File: src/rtl/addsub_serial_if.sv
// Operand/result handshake bundle for addsub_serial.
// The master side is the operand producer and result consumer; the slave side is the adder.
interface addsub_serial_if #(
  parameter int unsigned WIDTH = 16
);
  logic             in_valid;
  logic             in_ready;
  logic [WIDTH-1:0] a;
  logic [WIDTH-1:0] b;
  logic             sub;
  logic             out_valid;
  logic             out_ready;
  logic [WIDTH-1:0] s;
  logic             cout;
  logic             ovf;
  logic             zero;

  modport master (
    output in_valid, a, b, sub, out_ready,
    input  in_ready, out_valid, s, cout, ovf, zero
  );

  modport slave (
    input  in_valid, a, b, sub, out_ready,
    output in_ready, out_valid, s, cout, ovf, zero
  );
endinterface

File: src/rtl/addsub_serial.sv
// Digit-serial two's-complement adder/subtractor: B+A or B-A, DIGIT bits per cycle.
// Define ADDSUB_SAT_EN to saturate the result to the signed limit on overflow.
module addsub_serial #(
  parameter int unsigned WIDTH = 16,
  parameter int unsigned DIGIT = 4
) (
  input logic            clk,
  input logic            rst_n,
  addsub_serial_if.slave bus
);
  // WIDTH must be a positive multiple of DIGIT.
  localparam int unsigned N    = WIDTH / DIGIT;
  localparam int unsigned CntW = (N > 1) ? $clog2(N) : 1;
  localparam logic [CntW-1:0] LastCnt = CntW'(N - 1);

  typedef enum logic [1:0] {StIdle, StRun, StDone} state_e;

  state_e            state_q, state_d;
  logic [CntW-1:0]   cnt_q, cnt_d;
  logic [WIDTH-1:0]  a_q, a_d;
  logic [WIDTH-1:0]  b_q, b_d;
  logic              carry_q, carry_d;
  logic [WIDTH-1:0]  s_q, s_d;
  logic              cout_q, cout_d;
  logic              ovf_q, ovf_d;
  logic              zero_q, zero_d;
`ifdef ADDSUB_SAT_EN
  localparam logic [WIDTH-1:0] SatNeg = {1'b1, {(WIDTH-1){1'b0}}};
  localparam logic [WIDTH-1:0] SatPos = ~SatNeg;
  logic              bsign_q, bsign_d;
`endif

  logic [DIGIT:0]       dsum;
  logic [WIDTH+DIGIT-1:0] s_cat;
  logic [WIDTH-1:0]     s_shift;
  logic [WIDTH-1:0]     s_fin;
  logic                 ovf_new;

  // One digit of the shared carry chain.
  assign dsum    = {1'b0, a_q[DIGIT-1:0]} + {1'b0, b_q[DIGIT-1:0]} + {{DIGIT{1'b0}}, carry_q};
  assign s_cat   = {dsum[DIGIT-1:0], s_q};
  assign s_shift = s_cat[WIDTH+DIGIT-1:DIGIT];

  always_comb begin
    state_d = state_q;
    cnt_d   = cnt_q;
    a_d     = a_q;
    b_d     = b_q;
    carry_d = carry_q;
    s_d     = s_q;
    cout_d  = cout_q;
    ovf_d   = ovf_q;
    zero_d  = zero_q;
    s_fin   = s_shift;
    // Same-sign operands (after A inversion) giving a different-sign result.
    ovf_new = (a_q[DIGIT-1] ~^ b_q[DIGIT-1]) & (dsum[DIGIT-1] ^ b_q[DIGIT-1]);
`ifdef ADDSUB_SAT_EN
    bsign_d = bsign_q;
`endif
    unique case (state_q)
      StIdle: begin
        if (bus.in_valid) begin
          b_d     = bus.b;
          a_d     = bus.sub ? ~bus.a : bus.a;
          carry_d = bus.sub;
          cnt_d   = '0;
          state_d = StRun;
`ifdef ADDSUB_SAT_EN
          bsign_d = bus.b[WIDTH-1];
`endif
        end
      end
      StRun: begin
        a_d     = a_q >> DIGIT;
        b_d     = b_q >> DIGIT;
        carry_d = dsum[DIGIT];
        s_d     = s_shift;
        cnt_d   = cnt_q + CntW'(1);
        if (cnt_q == LastCnt) begin
          cout_d = dsum[DIGIT];
          ovf_d  = ovf_new;
`ifdef ADDSUB_SAT_EN
          if (ovf_new) begin
            s_fin = bsign_q ? SatNeg : SatPos;
          end
`endif
          s_d     = s_fin;
          zero_d  = (s_fin == '0);
          state_d = StDone;
        end
      end
      StDone: begin
        if (bus.out_ready) begin
          state_d = StIdle;
        end
      end
      default: state_d = StIdle;
    endcase
  end

  always_ff @(posedge clk or negedge rst_n) begin
    if (!rst_n) begin
      state_q <= StIdle;
      cnt_q   <= '0;
      a_q     <= '0;
      b_q     <= '0;
      carry_q <= 1'b0;
      s_q     <= '0;
      cout_q  <= 1'b0;
      ovf_q   <= 1'b0;
      zero_q  <= 1'b0;
`ifdef ADDSUB_SAT_EN
      bsign_q <= 1'b0;
`endif
    end else begin
      state_q <= state_d;
      cnt_q   <= cnt_d;
      a_q     <= a_d;
      b_q     <= b_d;
      carry_q <= carry_d;
      s_q     <= s_d;
      cout_q  <= cout_d;
      ovf_q   <= ovf_d;
      zero_q  <= zero_d;
`ifdef ADDSUB_SAT_EN
      bsign_q <= bsign_d;
`endif
    end
  end

  assign bus.in_ready  = (state_q == StIdle);
  assign bus.out_valid = (state_q == StDone);
  assign bus.s         = s_q;
  assign bus.cout      = cout_q;
  assign bus.ovf       = ovf_q;
  assign bus.zero      = zero_q;
endmodule

File: src/flat_wrapper.sv
// flat-port wrapper written by rule: the top's interface ports become plain ports
module addsub_serial_flat 
#(
  parameter int unsigned WIDTH = 16,
  parameter int unsigned DIGIT = 4
)
  (clk, rst_n, bus_in_valid, bus_a, bus_b, bus_sub, bus_out_ready, bus_in_ready, bus_out_valid, bus_s, bus_cout, bus_ovf, bus_zero);
  addsub_serial_if #(.WIDTH(WIDTH)) bus_i ();
  input logic clk;
  input logic rst_n;
  input wire logic [$bits(bus_i.in_valid)-1:0] bus_in_valid;
  input wire logic [$bits(bus_i.a)-1:0] bus_a;
  input wire logic [$bits(bus_i.b)-1:0] bus_b;
  input wire logic [$bits(bus_i.sub)-1:0] bus_sub;
  input wire logic [$bits(bus_i.out_ready)-1:0] bus_out_ready;
  output wire logic [$bits(bus_i.in_ready)-1:0] bus_in_ready;
  output wire logic [$bits(bus_i.out_valid)-1:0] bus_out_valid;
  output wire logic [$bits(bus_i.s)-1:0] bus_s;
  output wire logic [$bits(bus_i.cout)-1:0] bus_cout;
  output wire logic [$bits(bus_i.ovf)-1:0] bus_ovf;
  output wire logic [$bits(bus_i.zero)-1:0] bus_zero;
  assign bus_i.in_valid = bus_in_valid;
  assign bus_i.a = bus_a;
  assign bus_i.b = bus_b;
  assign bus_i.sub = bus_sub;
  assign bus_i.out_ready = bus_out_ready;
  assign bus_in_ready = bus_i.in_ready;
  assign bus_out_valid = bus_i.out_valid;
  assign bus_s = bus_i.s;
  assign bus_cout = bus_i.cout;
  assign bus_ovf = bus_i.ovf;
  assign bus_zero = bus_i.zero;
  addsub_serial #(.WIDTH(WIDTH), .DIGIT(DIGIT)) u_core (.clk(clk), .rst_n(rst_n), .bus(bus_i));
endmodule
File: config.mk
export PLATFORM = sky130hd
export DESIGN_NAME = addsub_serial_flat
export DESIGN_NICKNAME = d
export VERILOG_FILES = /design/src/rtl/addsub_serial_if.sv /design/src/rtl/addsub_serial.sv /design/src/flat_wrapper.sv
export SDC_FILE = /design/constraint.sdc
export NUM_CORES = 1
export LEC_CHECK = 0
export ABC_AREA = 1
export CELL_PAD_IN_SITES_DETAIL_PLACEMENT = 1
export CELL_PAD_IN_SITES_GLOBAL_PLACEMENT = 1
export CORE_ASPECT_RATIO = 1.5
export CORE_MARGIN = 10
export CORE_UTILIZATION = 34
export CTS_CLUSTER_DIAMETER = 50
export DETAILED_ROUTE_END_ITERATION = 8
export GPL_TIMING_DRIVEN = 0
export PLACE_DENSITY = 0.78
export RECOVER_POWER = 100
export SETUP_SLACK_MARGIN = 0.4
export SLEW_MARGIN = 10
export SYNTH_ARGS = -nofsm -noshare
export SYNTH_HDL_FRONTEND = slang
export SYNTH_SLANG_ARGS = --single-unit
File: constraint.sdc
create_clock -name clk -period 5.25 [get_ports clk]
set_input_delay 1.05 -clock clk [delete_from_list [all_inputs] [get_ports clk]]
set_output_delay 1.05 -clock clk [all_outputs]
set_load 0.005 [all_outputs]
==> results of run 1 <==
stage by stage:
stage / utilization (%) / area, sq um
2_1_floorplan: - / 2620
6_report: 45.6 / 3450
3_5_place_dp: 43.6 / 3300
4_1_cts: 46.0 / 3480
5_1_grt: 45.6 / 3450
3_3_place_gp: 43.7 / 3300
cell families after synthesis:
group | after synthesis
and+or+nand+nor | 121
DFF | 56
AOI/OAI and AO/OA | 51
buffers and inverters | 34
xor gates and xnor gates | 16
adders and majority gates | 6
routing by layer:
layer | GRT usage [%] | wire, um | share of wire [%]
met4 | 3.89 | 95 | 1.4
met2 | 24.9 | 3920 | 57
met1 | 12.5 | 2640 | 38
met3 | 2.52 | 261 | 3.8
met5 | 0 | 0 | 0
placed cells by master, fill, tap and decap left out, types with 2 or more instances in the layout:
cell type,instances
a21oi_1,3
a22o_1,4
a22oi_1,5
buf_2,3
buf_4,3
clkbuf_1,7
clkbuf_16,5
clkdlybuf4s50_1,33
dfrtp_1,56
dlygate4sd3_1,22
fa_1,2
ha_1,4
inv_1,19
inv_2,2
nand2_1,90
nand3_1,17
nor2_1,12
o211ai_1,8
o21ai_0,27
xnor2_1,16
state kept, by name (all words and copies together) (netlist names):
name / count
u_core.b_q: 16
u_core.carry_q: 1
u_core.bus.cout: 1
u_core.cnt_q: 2
u_core.state_q: 2
u_core.bus.zero: 1
u_core.bus.ovf: 1
u_core.bus.s: 16
u_core.a_q: 16
cell usage after synthesis:
| master | instances | area share (%) |
|---|---|---|
| nand3_1 | 17 | 3.3 |
| a22oi_1 | 5 | 1.4 |
| clkbuf_1 | 1 | 0.14 |
| nor2_1 | 11 | 1.6 |
| nor2_2 | 1 | 0.24 |
| inv_1 | 17 | 2.4 |
| dfrtp_1 | 56 | 54 |
| o221ai_1 | 1 | 0.33 |
| o31ai_1 | 1 | 0.29 |
| buf_4 | 3 | 0.86 |
| nand2_2 | 2 | 0.48 |
| inv_2 | 4 | 0.57 |
| xnor2_1 | 16 | 5.4 |
| buf_2 | 6 | 1.1 |
| o21bai_1 | 1 | 0.29 |
| nand2_8 | 1 | 0.77 |
| o211ai_1 | 8 | 2.3 |
| a21oi_1 | 3 | 0.57 |
| nand2_1 | 88 | 13 |
| nand4_1 | 1 | 0.24 |
| o22ai_1 | 1 | 0.24 |
| o21ai_1 | 5 | 0.96 |
| a22o_1 | 4 | 1.3 |
| buf_6 | 3 | 1.3 |
| ha_1 | 4 | 1.9 |
| fa_1 | 2 | 1.5 |
| o21ai_0 | 22 | 4.2 |
critical path, delay by kind of cell (launching register included):
| kind | cells | cell delay, ns |
|---|---|---|
| buffers and inverters | 1 | 0.58 |
| flip-flops | 1 | 0.42 |
| AND/OR/NAND/NOR | 1 | 0.12 |
where the power goes:
group          internal [uW]  total [uW]  switching (uW)  leakage [uW]
registers                604         719             115      0.000723
logic                    332         796             464      0.000768
clock network            239         391             151     0.0000871
total                   1170        1910             730       0.00158
worst min path at each step:
| stage | depth (start not counted) | start | slack [ns] | to |
|---|---|---|---|---|
| 4_1_cts | 1 | u_core.cnt_q[0]$_DFFE_PN0P_ | 0.49 | u_core.cnt_q[0]$_DFFE_PN0P_ |
| 2_1_floorplan | 1 | u_core.cnt_q[0]$_DFFE_PN0P_ | 0.45 | u_core.cnt_q[0]$_DFFE_PN0P_ |
| 3_5_place_dp | 2 | u_core.b_q[4]$_DFFE_PN0P_ | 0.47 | u_core.b_q[4]$_DFFE_PN0P_ |
| 6_report | 2 | u_core.bus.cout$_DFFE_PN0P_ | 0.48 | u_core.bus.cout$_DFFE_PN0P_ |
| 5_1_grt | 1 | u_core.cnt_q[0]$_DFFE_PN0P_ | 0.52 | u_core.cnt_q[0]$_DFFE_PN0P_ |
| 3_3_place_gp | 1 | u_core.cnt_q[0]$_DFFE_PN0P_ | 0.46 | u_core.cnt_q[0]$_DFFE_PN0P_ |
area by class of cell:
type	count	area (sq um)
clock buffers	6	139
inverters	21	78.8
multi-input cells	194	1040
well taps	102	128
clock inverters	2	38.8
repair buffers	56	558
fillers	881	4120
flip-flops and latches	56	1400
plain buffers	13	67.6
==> results_dict.tcl, run 1 <==
set metrics [dict create \
    run_status "complete, no violations" \
    synth-seq-cells 56 \
    tritoncts "done" \
    worstReg2RegStart "u_core.state_q[0]$_DFFE_PN0P_" \
    antenna_cells 0 \
    clkSlewWorstSetupHoldPaths_ns 0.07 \
    measured_slew_at_the_worst_slew_check_pin_ns 0.723 \
    netlist-cell-type-count 27 \
    rsz0062_at_grt "false" \
    fmax_ghz 0.405 \
    worst_r2r_path_depth 6 \
    drc 0 \
    die_w_um 91.6 \
    synth_fa_ha_area_share_pct 3.44 \
    critical_path_sink_type "output port" \
    avgSynthCellArea_sq_um 9.21 \
    skew_ns 0.00989 \
    finalMaxSlewViolations 0 \
    number_of_iterations_in_the_first_detailed_routing_pass 4 \
    cts-buffers-inserted 5 \
    cts_buffer_depth 2 \
    ys_seq_area_share_pct 53.6 \
    criticalPathCategory "reg -> out" \
    rr_endpoint "u_core.a_q[0]$_DFFE_PN0P_" \
    hpwlAfterDp_um 5380 \
    min_period_over_period_pct 47.0 \
    die_area_sq_um 11700 \
    fp.dieH_um 127 \
    worst_slack_ns 2.78 \
    crit_path_cell_trace "nor2_1 -> dlygate4sd3_1" \
    final_cells 450 \
    synth_top_family_by_area "simple AND/OR/NAND/NOR gates" \
    worst_hold_path_type "reg -> reg" \
    totalWireLength_um 6910 \
    final_hold_vio_count 0 \
    hold_buffers 0 \
    data_required_time_of_the_critical_path_ns 4.20 \
    route.detailed.wl_per_inst_um 15.4 \
    htreeDepth 2 \
    ir_drop_uv 221 \
    timing.max_cap.violations 0 \
    critPathSlowestCell "dlygate4sd3_1" \
    synth_compound_area_share_pct 12.0 \
    crit_fanout 5 \
    global_route_wire_length_before_repair_um 12000 \
    area_delta_synth_final_pct 31.9 \
    maximum_number_of_pins_on_one_net_before_global_route_repair 57 \
    grt_antenna_before_repair 0 \
    drt-vias-per-instance 4.80 \
    synth_simple_gate_area_share_pct 19.2 \
    nNetsFinal 390 \
    synth.mux.area_fraction_pct 0 \
    capture_point_of_the_critical_path "bus_out_valid" \
    syn_inst 284 \
    start_kind "register" \
    cts-root-buf "clkbuf_16" \
    floorplan.core_area_sq_um 7560 \
    initial_core_util_pct 34.6 \
    rows 39 \
    boundaryPins 58 \
    final_antenna_net_count 0 \
    worstSkewPairLatency_ns 0.30 \
    post_cts.resized_instances 0 \
    postSynthNetCount 327 \
    groute.usage.overall_pct 12.5 \
    numPlacedInstances 442 \
    drive_gt1_share_pct 5.17 \
    detailedPlace.worstSlack_ns 2.84 \
    cts.sink_count 56 \
    synth_warnings 0 \
    power_leakage_uw 0.00158 \
    routability_congestion 0.759 \
    relSlewSlack_pct 51.8 \
    final.hold.worst_slack_ns 0.482 \
    crit_path_max_incr_delay_ns 0.58 \
    finalWorstPathRequiredPeriod_ns 2.47 \
    tns_ns 0 \
    r2r_setup_slack_ns 3.14 \
    via_count 2162 \
    timing.critical_path.from "u_core.state_q[0]$_DFFE_PN0P_" \
    synth_xor_xnor_area_share_pct 5.36 \
    drt_iter0_drc 58 \
    grt_overflow 0 \
    power_per_cell_area_nw_per_um2 552 \
    post_synth_instance_area_sq_um 2620 \
    postCtsSetupBuffers 0 \
    finalSetupViolations 0 \
    placement.io_buffers 56 \
    p_total_uw 1910 \
    cp.arrival_ns 1.42 \
    number_of_global_route_vias_before_repair 2476 \
]
No activity file was read; power rests on OpenSTA's default activity.
==> run 2, diff against run 1 <==
--- a/config.mk
+++ b/config.mk
@@ -14,7 +14,7 @@
 export CTS_CLUSTER_DIAMETER = 50
 export DETAILED_ROUTE_END_ITERATION = 8
 export GPL_TIMING_DRIVEN = 0
-export PLACE_DENSITY = 0.78
+export PLACE_DENSITY = 0.8
 export RECOVER_POWER = 100
 export SETUP_SLACK_MARGIN = 0.4
 export SLEW_MARGIN = 10
==> constraint.sdc (replaced) <==
create_clock -name clk -period 1.99 [get_ports clk]
set_input_delay 0.398 -clock clk [delete_from_list [all_inputs] [get_ports clk]]
set_output_delay 0.398 -clock clk [all_outputs]
set_load 0.005 [all_outputs]
==> run 2 against run 1 <==
Compared with the run above: the flow now finishes with violations (max-capacitance violations, max-slew violations); cell area up 2.9%; clock-buffer cell count unchanged; hold slack hardly changed; global-route usage grew 0.11 points; critical path type is now reg -> reg; largest cell class unchanged.
==> results_dict.tcl, run 2 (synthesis gave the netlist of run 1 again) <==
set metrics [dict create \
    power_leakage_uw 0.00162 \
    cts-root-buf "clkbuf_16" \
    crit_path_cell_trace "fa_2 -> fa_1 -> nor2_2 -> nand2_1 -> nor2_1 -> nand3_1 -> o21ai_1" \
    min_period_over_period_pct 91.8 \
    cts_buffer_depth 2 \
    groute.usage.overall_pct 12.7 \
    die_w_um 91.6 \
    worst_hold_path_type "reg -> reg" \
    route.detailed.wl_per_inst_um 15.5 \
    topRoutingLayerUsed "met4" \
    final_cells 465 \
    grt_antenna_before_repair 0 \
    drive_gt1_share_pct 11.6 \
    measured_slew_at_the_worst_slew_check_pin_ns 1.78 \
    placement.io_buffers 56 \
    mostFrequentLayoutCell "nand2_1" \
    hpwlAfterDp_um 5410 \
    routed-wl-met2_um 4120 \
    boundaryPins 58 \
    drt_iter0_drc 63 \
    fp.dieH_um 127 \
    crit_path_max_incr_delay_ns 0.48 \
    grt_overflow 0 \
    number_of_iterations_in_the_first_detailed_routing_pass 4 \
    cts.sink_count 56 \
    clkSlewWorstSetupHoldPaths_ns 0.07 \
    ir_drop_uv 552 \
    timing.max_cap.violations 1 \
    power_per_cell_area_nw_per_um2 1450 \
    dominant_delay_contributor_by_cell_family_on_the_critical_path "adder cells" \
    most-common-layout-cells "88 x nand2_1, 56 x dfrtp_1, 34 x clkdlybuf4s50_1, 25 x o21ai_0, 18 x inv_1" \
    met1_length_um 2700 \
    antenna_cells 0 \
    hold_buffers 0 \
    maximum_number_of_pins_on_one_net_before_global_route_repair 32 \
    data_required_time_of_the_critical_path_ns 2.20 \
    htreeDepth 2 \
    crit_fanout 2 \
    violated_checks "max-capacitance violations, max-slew violations" \
    numPlacedInstances 443 \
    start_kind "register" \
    totalWireLength_um 7200 \
    floorplan.core_area_sq_um 7560 \
    drc 0 \
    routability_congestion 0.771 \
    fmax_ghz 0.547 \
    tritoncts "done" \
    final_hold_vio_count 0 \
    area_delta_synth_final_pct 35.6 \
    number_of_inserted_filler_cells_in_the_final_layout 900 \
    dpl_cell_area_sq_um 3320 \
    die_area_sq_um 11700 \
    final_antenna_net_count 0 \
    initial_core_util_pct 34.6 \
    cp.arrival_ns 2.04 \
    cts-buffers-inserted 5 \
    design_area_sq_um 3550 \
    finalMaxSlewViolations 31 \
    rows 39 \
    run_status "complete, but fails checks" \
    via_count 2221 \
    skew_ns 0.00700 \
    global_route_wire_length_before_repair_um 12100 \
    number_of_global_route_vias_before_repair 2506 \
    worstSkewPairLatency_ns 0.29 \
    drt-vias-per-instance 4.78 \
    rsz0062_at_grt "true" \
    criticalPathCategory "reg -> reg" \
    finalSetupViolations 0 \
    critPathSlowestCell "fa_1" \
    finalWorstPathRequiredPeriod_ns 1.83 \
    crit_buf_inv 0 \
    critical_path_sink_type "register" \
    nNetsFinal 405 \
    relSlewSlack_pct -18.3 \
    wl_met3_um 288 \
]
==> run 2: repair_timing <==
action	in CTS	in global routing
setup buffers	10	4
endpoints found under the setup margin	14	40
pin swaps	2	2
gates resized for setup	5	24
==> run 2: layout make-up <==
class	instances	area [sq um]	share of cell area (%)
Timing Repair Buffer	71	661	18.6
Sequential cell	56	1400	39.5
Clock inverter	2	10.0	0.282
Inverter	21	78.8	2.22
Buffer	13	73.8	2.08
Tap cell	102	128	3.60
Clock buffer	6	139	3.92
Multi-Input combinational cell	194	1060	29.8
==> run 2: power breakdown <==
group,internal (uW),switching [uW]
sequential,1590,279
clock,497,385
combinational,1040,1360
==> run 2: metrics by stage <==
step                      TNS, ns  worst slack [ns]  total power [uW]  hold WS [ns]  util [%]
after floorplan                 0             0.312              3270         0.102         -
after global placement     -66.91             -1.20              4110         0.460      43.7
after detailed placement        0             0.142              4250         0.470      43.9
after CTS                       0             0.211              5320         0.189      46.9
after global routing            0            0.0621              5600         0.517      46.9
final                           0             0.163              5150         0.482      46.9
==> run 2: layer usage <==
layer | GRT usage [%] | vias to the layer above
met2 | 24.9 | 44
met5 | 0 | -
met3 | 2.87 | 6
met4 | 4.16 | 0
li1 | - | 1080
met1 | 12.5 | 1091
==> run 2: final timing paths <==
kind	cells past startpoint	slack, ns	end	startpoint
max in group asynchronous	1	0.38	u_core.bus.ovf$_DFFE_PN0P_	rst_n
worst min register to register	2	0.48	u_core.b_q[4]$_DFFE_PN0P_	u_core.b_q[4]$_DFFE_PN0P_
worst max register to register	7	0.16	u_core.bus.zero$_DFFE_PN0P_	u_core.b_q[0]$_DFFE_PN0P_
worst min-delay path	2	0.48	u_core.b_q[4]$_DFFE_PN0P_	u_core.b_q[4]$_DFFE_PN0P_
worst max-delay path	7	0.16	u_core.bus.zero$_DFFE_PN0P_	u_core.b_q[0]$_DFFE_PN0P_
min in group asynchronous	1	0.57	u_core.b_q[13]$_DFFE_PN0P_	rst_n
==> run 2: tightest hold or removal path, delay by kind of cell, from the launching register on <==
family           cells  cell delay, ns
DFF                  1            0.34
and+or+nand+nor      2            0.10
